===== config.mk =====
export PLATFORM = sky130hd
export DESIGN_NAME = bin_to_digits
export DESIGN_NICKNAME = d
export VERILOG_FILES = /design/src/rtl/bin_to_digits.sv
export SDC_FILE = /design/constraint.sdc
export NUM_CORES = 1
export LEC_CHECK = 0
export CORE_UTILIZATION = 33
export CTS_BUF_LIST = sky130_fd_sc_hd__clkbuf_16
export CTS_CLUSTER_SIZE = 10
export DETAILED_ROUTE_END_ITERATION = 16
export HOLD_SLACK_MARGIN = 0.1
export PLACE_DENSITY = 0.51
export SLEW_MARGIN = 10
export SYNTH_ARGS = -nofsm -noshare
export SYNTH_HDL_FRONTEND = slang
export SYNTH_SLANG_ARGS = --single-unit

===== constraint.sdc =====
create_clock -name clk -period 2.4 [get_ports clk]
set_input_delay 0.24 -clock clk [delete_from_list [all_inputs] [get_ports clk]]
set_output_delay 0.24 -clock clk [all_outputs]
set_load 0.05 [all_outputs]

===== src/rtl/bin_to_digits.sv =====
// bin_to_digits
//   Converts an 8-bit binary value into four 4-bit digit codes for
//   7-segment decoders. It uses a sequential double-dabble: one iteration
//   per clock, 8 iterations in total, then one formatting cycle.
//   Digit codes: 0-9 are decimal digits, 10 is minus, 15 is blank.
//
// Parameters
//   SIGNED   : 1 = value is two's complement, 0 = value is unsigned
//   BLANK_LZ : 1 = leading-zero digits are shown as blank (15)
//
// Ports
//   clk        in   sole clock, rising edge
//   rst_n      in   synchronous active-low reset
//   start      in   conversion request, only looked at in IDLE
//   value[7:0] in   number to convert, captured on the accepting edge
//   busy       out  high while SHIFT/FORMAT are in progress
//   done       out  one-cycle pulse when new digits are presented
//   dig3..dig0 out  digit codes, dig0 = units
//
// state  | meaning
// -------+-----------------------------------------------------------
// IDLE   | waiting for start; digits hold the last result
// SHIFT  | one double-dabble iteration per edge, 8 edges
// FORMAT | blanking/minus placement, digits registered, done pulsed

module bin_to_digits #(
    parameter int SIGNED   = 1,
    parameter int BLANK_LZ = 1
) (
    input  logic       clk,
    input  logic       rst_n,
    input  logic       start,
    input  logic [7:0] value,
    output logic       busy,
    output logic       done,
    output logic [3:0] dig3,
    output logic [3:0] dig2,
    output logic [3:0] dig1,
    output logic [3:0] dig0
);

    localparam logic [3:0] CODE_MINUS = 4'd10;
    localparam logic [3:0] CODE_BLANK = 4'd15;

    typedef enum logic [1:0] {
        IDLE   = 2'd0,
        SHIFT  = 2'd1,
        FORMAT = 2'd2
    } state_t;

    state_t     state;
    logic [7:0] mag;
    logic [3:0] hundreds;
    logic [3:0] tens;
    logic [3:0] units;
    logic [2:0] iter;
    logic       neg;

    logic [7:0] mag_in;
    logic       neg_in;
    logic [3:0] fmt3, fmt2, fmt1, fmt0;
    logic [3:0] sign_code;

    function automatic logic [3:0] dabble(input logic [3:0] n);
        return (n >= 4'd5) ? n + 4'd3 : n;
    endfunction

    // -128 negates to 8'h80, which read as unsigned is the required 128.
    always_comb begin
        mag_in = value;
        neg_in = 1'b0;
        if (SIGNED != 0 && value[7]) begin
            mag_in = ~value + 8'd1;
            neg_in = 1'b1;
        end
    end

    // The minus sign sits just left of the most significant shown digit.
    // Without blanking that digit is always the hundreds position.
    always_comb begin
        sign_code = neg ? CODE_MINUS : CODE_BLANK;
        fmt3      = sign_code;
        fmt2      = hundreds;
        fmt1      = tens;
        fmt0      = units;
        if (BLANK_LZ != 0 && hundreds == 4'd0) begin
            fmt3 = CODE_BLANK;
            if (tens == 4'd0) begin
                fmt2 = CODE_BLANK;
                fmt1 = sign_code;
            end else begin
                fmt2 = sign_code;
            end
        end
    end

    always_ff @(posedge clk) begin
        if (!rst_n) begin
            state    <= IDLE;
            busy     <= 1'b0;
            done     <= 1'b0;
            dig3     <= CODE_BLANK;
            dig2     <= CODE_BLANK;
            dig1     <= CODE_BLANK;
            dig0     <= 4'd0;
            mag      <= 8'd0;
            hundreds <= 4'd0;
            tens     <= 4'd0;
            units    <= 4'd0;
            iter     <= 3'd0;
            neg      <= 1'b0;
        end else begin
            done <= 1'b0;
            case (state)
                IDLE: begin
                    if (start) begin
                        state    <= SHIFT;
                        busy     <= 1'b1;
                        mag      <= mag_in;
                        neg      <= neg_in;
                        hundreds <= 4'd0;
                        tens     <= 4'd0;
                        units    <= 4'd0;
                        iter     <= 3'd0;
                    end
                end
                SHIFT: begin
                    // With an 8-bit input the hundreds nibble never exceeds 2,
                    // so nothing is lost off the top of the 20-bit shift.
                    {hundreds, tens, units, mag} <=
                        {dabble(hundreds), dabble(tens), dabble(units), mag} << 1;
                    iter <= iter + 3'd1;
                    if (iter == 3'd7) begin
                        state <= FORMAT;
                    end
                end
                FORMAT: begin
                    dig3  <= fmt3;
                    dig2  <= fmt2;
                    dig1  <= fmt1;
                    dig0  <= fmt0;
                    done  <= 1'b1;
                    busy  <= 1'b0;
                    state <= IDLE;
                end
                default: begin
                    state <= IDLE;
                    busy  <= 1'b0;
                end
            endcase
        end
    end

endmodule


==> impl_metrics.ini, run 1 <==
[sta]
period_needed_ns = 1.84
worst_hold_slack_ns = 0.458
clock_skew_ns = 0.00328
slew_headroom_pct = 63.1
final_max_slew_viol_count = 0
final-hold-violation-count = 0
fmaxAchievable_mhz = 544
max_slew.worst_pin.slew_ns = 0.553
rsz0062_at_grt = false
setup_violations = 0
period_share_pct = 76.7
fin_tns_setup_ns = 0

[floorplanning]
fp.dieH_microns = 81.1
num_rows = 28
io_pins = 29
dieWidth_microns = 81.1
die-area_sq_um = 6580
start_util_pct = 34.5
core_sq_um = 5990

[synth]
synthFlopType = dfxtp_1
async_reset_ff_share_pct = 0
syn_inst = 233
ys_warn_count = 0
synth_edf_count = 0
synth_area_sq_um = 2070
yosysSeqAreaShare_pct = 39.7
synth.distinct_cells = 49
ys_ff_latch = 41
synth.avg_cell_area_sq_um = 8.87

[pwr]
pwr-share-comb_pct = 8.9
vdd_drop_max_uv = 487
clock_power_share_pct = 46.8
switching_share_pct = 22.2
leakagePower_uw = 0.000929
switchingPower_uw = 355
power_frac_seq_pct = 44.4
power.internal_uw = 1240
powerDensity_nw_per_um2 = 631

[final_layout]
area_growth_pct = 22.5
finalNetCount = 275
antenna_cells = 0
drive_above_1_share_pct = 7.45

[worst_setup_path]
start_kind = flip-flop
cp_data_required_time_ns = 2.55
crit_type = flip-flop to flip-flop
crit_fanout = 6
end_kind = flip-flop
worst_ep_arrival_time_ns = 1.99

[clock_network]
clk_pin_slew_worst_paths_ns = 0.06
clock_path_buffers = 2
post_cts_buffers = 0
cts_hold_buffers = 0
cts_tree = yes
clock_sinks = 41
root_buffer = clkbuf_16
cts_buffers = 5
postCtsResizedCells = 0
clk-insertion-delay-late_ns = 0.28
cts_htree_levels = 2

[place]
place.gp.congestion = 0.733
port_buffers = 26
dp_hpwl_microns = 2990

[routing]
vias = 1672
firstDrtPassIters = 4
vias_per_cell = 5.07
avgRoutedWirePerCell_microns = 12.9
wirelength_microns = 4240
ant_nets = 0
drc = 0
drtIter0Drc = 62

[global_routing]
grt-ovfl-total = 0
grt_max_degree = 18
first_global_vias = 1468
grt_pass1_wl_microns = 7020
grt_antenna_before_repair = 0
grtUsageTotal_pct = 14.1

[worst_hold_path]
holdCritPathClass = flip-flop to flip-flop

[job]
max_cap_viol_count = 0

[run_status]
outcome = finished clean
per-layer routing:
| layer | vias up | global-route usage, % | part of all wire [%] |
|---|---|---|---|
| li1 | 854 | - | - |
| met3 | 7 | 3.37 | 4.1 |
| met1 | 771 | 18.8 | 51 |
| met4 | 0 | 5.89 | 1.5 |
| met2 | 40 | 21.5 | 43 |
| met5 | - | 0 | 0 |
metrics by stage:
stage,setup WS [ns],total power (uW),cells,utilization [%],instance area [sq um]
3_3_place_gp,0.527,866,323,39.6,2370
5_1_grt,0.406,1650,330,42.3,2530
6_report,0.560,1600,330,42.3,2530
3_5_place_dp,0.535,866,323,39.6,2370
2_1_floorplan,0.789,817,234,-,2070
4_1_cts,0.532,1620,330,42.3,2530
cell usage after synthesis, drive strengths merged (3+ instances only):
cell      n  area, sq um
dfxtp    41          821
nand2    20         75.1
o21ai    18         90.1
nor2     15         56.3
a21boi   11         82.6
buf      10         63.8
inv      10         37.5
ha        9          113
nor2b     8         50.1
nor3      8         40.0
clkbuf    7         27.5
nand2b    7         43.8
xnor2     6         52.6
a22oi     5         37.5
and2      5         31.3
o2bb2ai   5         43.8
a21oi     4         20.0
mux2i     4         40.0
nand3     4         20.0
mux2      3         33.8
nor3b     3         33.8
o31ai     3         22.5
layout make-up:
class / count / area [sq um]
fill: 596 / 3460
multi-input combinational: 166 / 1120
sequential: 41 / 821
timing repair buffer: 31 / 298
clock buffer: 5 / 125
tap: 75 / 93.8
inverter: 10 / 37.5
clock inverter: 2 / 35.0
registers in the layout, summed over array words and instances (netlist names):
| signal | count |
|---|---|
| busy | 1 |
| dig0 | 4 |
| dig2 | 4 |
| neg | 1 |
| iter | 3 |
| fmt0 | 4 |
| done | 1 |
| mag | 8 |
| hundreds | 4 |
| dig1 | 4 |
| state | 2 |
| dig3 | 1 |
| tens | 4 |
cells by family (layout without fill, tap and decap cells):
| group | Yosys count | in the layout | synth area share, % |
|---|---|---|---|
| AOI/OAI and AO/OA | 60 | 60 | 21.0 |
| xor gates and xnor gates | 7 | 7 | 2.97 |
| adders and majority gates | 9 | 9 | 5.45 |
| buffers and inverters | 27 | 48 | 6.23 |
| DFF | 41 | 41 | 39.7 |
| muxes | 7 | 7 | 3.57 |
| other | 1 | 2 | 0.181 |
| and+or+nand+nor | 81 | 81 | 20.9 |
power by group through the flow:
stage          Clock [uW]  Combinational, uW  Sequential [uW]
6_report              747                141              708
5_1_grt               787                158              710
4_1_cts               768                143              708
3_5_place_dp            0                143              723
3_3_place_gp            0                143              723
2_1_floorplan           0               94.9              723
cell usage in the layout, fill, tap and decap left out, types with 3 or more instances in the layout:
cell             Yosys  layout
dfxtp_1             41      41
clkdlybuf4s50_1      0      26
nand2_1             20      20
o21ai_0             16      16
nor2_1              15      15
inv_1               10      10
a21boi_0            10      10
ha_1                 9       9
nor3_1               8       8
nor2b_1              8       8
nand2b_1             7       7
xnor2_1              6       6
a22oi_1              5       5
and2_1               5       5
o2bb2ai_1            5       5
clkbuf_16            0       5
buf_4                3       5
nand3_1              4       4
a21oi_1              4       4
mux2i_1              4       4
mux2_2               3       3
o31ai_1              3       3
path summary, 6_finish.rpt:
check        cells after the start                    to  slack (ns)                      from
max                              6  dig2[2]$_SDFFE_PN1P_        0.56  hundreds[0]$_SDFFE_PN0P_
min                              2   mag[1]$_SDFFE_PN0P_        0.46       mag[1]$_SDFFE_PN0P_
max reg2reg                      6  dig2[2]$_SDFFE_PN1P_        0.56  hundreds[0]$_SDFFE_PN0P_
min reg2reg                      2   mag[1]$_SDFFE_PN0P_        0.46       mag[1]$_SDFFE_PN0P_
worst max-delay path: stages, from the launching register on:
cell and delay [ns]:
dfxtp_1 0.35, inv_1 0.08, ha_1 0.28, nor3b_4 0.20
and3_1 0.26, a2111oi_0 0.42, o21ai_1 0.12
Note: power is estimated with default switching activity, not from simulation.
==> run 2: changes to the inputs <==
Clock period 2.4 ns to 1.75 ns, I/O delays scaled along.
==> impl_metrics.ini, run 2 (synthesis gave the netlist of run 1 again) <==
[clock_network]
clk-insertion-delay-late_ns = 0.28
clock_sinks = 41
cts_buffers = 5
cts_hold_buffers = 0
cts_htree_levels = 2
clock_path_buffers = 2
root_buffer = clkbuf_16
clk_pin_slew_worst_paths_ns = 0.06
cts_tree = yes

[routing]
wirelength_microns = 4310
firstDrtPassIters = 4
drtIter0Drc = 84
vias_per_cell = 4.91
ant_nets = 0
drc = 0
avgRoutedWirePerCell_microns = 12.5
vias = 1690

[sta]
fin_ws_ns = 0.149
slew_headroom_pct = 66.7
period_share_pct = 91.5
period_needed_ns = 1.60
worst_hold_slack_ns = 0.456
fmaxAchievable_mhz = 625
final_max_slew_viol_count = 0
setup_violations = 0
final-hold-violation-count = 0
clock_skew_ns = 0.00633
fin_tns_setup_ns = 0
max_slew.worst_pin.slew_ns = 0.499
rsz0062_at_grt = false

[pwr]
powerDensity_nw_per_um2 = 788
leakagePower_uw = 0.000985
vdd_drop_max_uv = 516

[floorplanning]
dieWidth_microns = 81.1
die-area_sq_um = 6580
num_rows = 28
start_util_pct = 34.5
core_sq_um = 5990
io_pins = 29
fp.dieH_microns = 81.1

[worst_setup_path]
worstSetupStartpoint = dig3[0]$_SDFFE_PN1P_
start_kind = flip-flop
cpPeakStageDelay_ns = 0.80
timing.rr.start = hundreds[1]$_SDFFE_PN0P_
slowest_stage = clkdlybuf4s50_1
cp_num_buf_inv = 1
end_kind = primary output
cp_data_required_time_ns = 1.57
crit_type = flip-flop to primary output
worst_ep_arrival_time_ns = 1.43
crit_fanout = 3
path_delay_family = buffers and inverters
worstPathCellList = clkdlybuf4s50_1

[global_routing]
grt_max_degree = 15
grtUsageTotal_pct = 14.6
grt_antenna_before_repair = 0
first_global_vias = 1627
grt-ovfl-total = 0
grt_pass1_wl_microns = 7340

[place]
dp_hpwl_microns = 3140
dpl_worst_slack_ns = 0.0505
port_buffers = 26
place.gp.congestion = 0.757
placed_cells = 336

[worst_hold_path]
holdCritPathClass = flip-flop to flip-flop
hp-start = mag[6]$_SDFFE_PN0P_

[final_layout]
drive_above_1_share_pct = 12.3
finalNetCount = 288
top_register = mag
largest_register_ffs = 8
fin_util_pct = 43.5
fin_cells = 344
antenna_cells = 0
final_common_cell = dfxtp_1
final_cell_mix = 41 x dfxtp_1, 26 x clkdlybuf4s50_1, 20 x nand2_1
area_growth_pct = 26.2

[run_status]
outcome = finished clean

[job]
max_cap_viol_count = 0
==> run 2: worst paths after layout <==
check / end / slack, ns / cells past startpoint
max: dig3[0] / 0.15 / 1
min: mag[6]$_SDFFE_PN0P_ / 0.46 / 2
max reg2reg: dig2[2]$_SDFFE_PN1P_ / 0.15 / 6
min reg2reg: mag[6]$_SDFFE_PN0P_ / 0.46 / 2
==> run 2: per-layer routing <==
metal	global-route usage (%)	part of all wire [%]
met5	0	0
met4	4.29	1.2
met3	4.04	3.6
met2	23.4	42
met1	19.1	53
==> run 2: worst reg2reg max path: stages, from the launching register on <==
cell and delay (ns):
dfxtp_1 0.36, inv_1 0.08, ha_1 0.20, nor3b_4 0.15, and3_2 0.26, a2111oi_0 0.31
o21ai_1 0.11
==> run 2: power by group <==
| group | leakage (uW) | switching [uW] | internal, uW | total [uW] |
|---|---|---|---|---|
| clock | 0.0000748 | 363 | 518 | 880 |
| sequential | 0.000333 | 16.3 | 955 | 972 |
| combinational | 0.000577 | 110 | 93.3 | 203 |
| total | 0.000985 | 489 | 1570 | 2060 |
==> run 2: cell type report <==
class / count / area (sq um)
sequential: 41 / 821
tap: 75 / 93.8
multi-input combinational: 166 / 1120
clock buffer: 5 / 125
inverter: 10 / 37.5
timing repair buffer: 44 / 395
fill: 600 / 3380
clock inverter: 3 / 13.8
==> run 2: through the flow <==
step | instance area, sq um | total power (uW)
final | 2610 | 2060
after global routing | 2610 | 2150
after CTS | 2610 | 2070
after detailed placement | 2470 | 1200
after global placement | 2470 | 1200
after floorplan | 2070 | 1120
==> run 2: what timing repair did <==
item | 4_1_cts | 5_1_grt
resized for setup | 0 | 1
setup endpoints to repair | 0 | 2
setup buffers | 0 | 0
endpoints found under the hold margin | 0 | 0
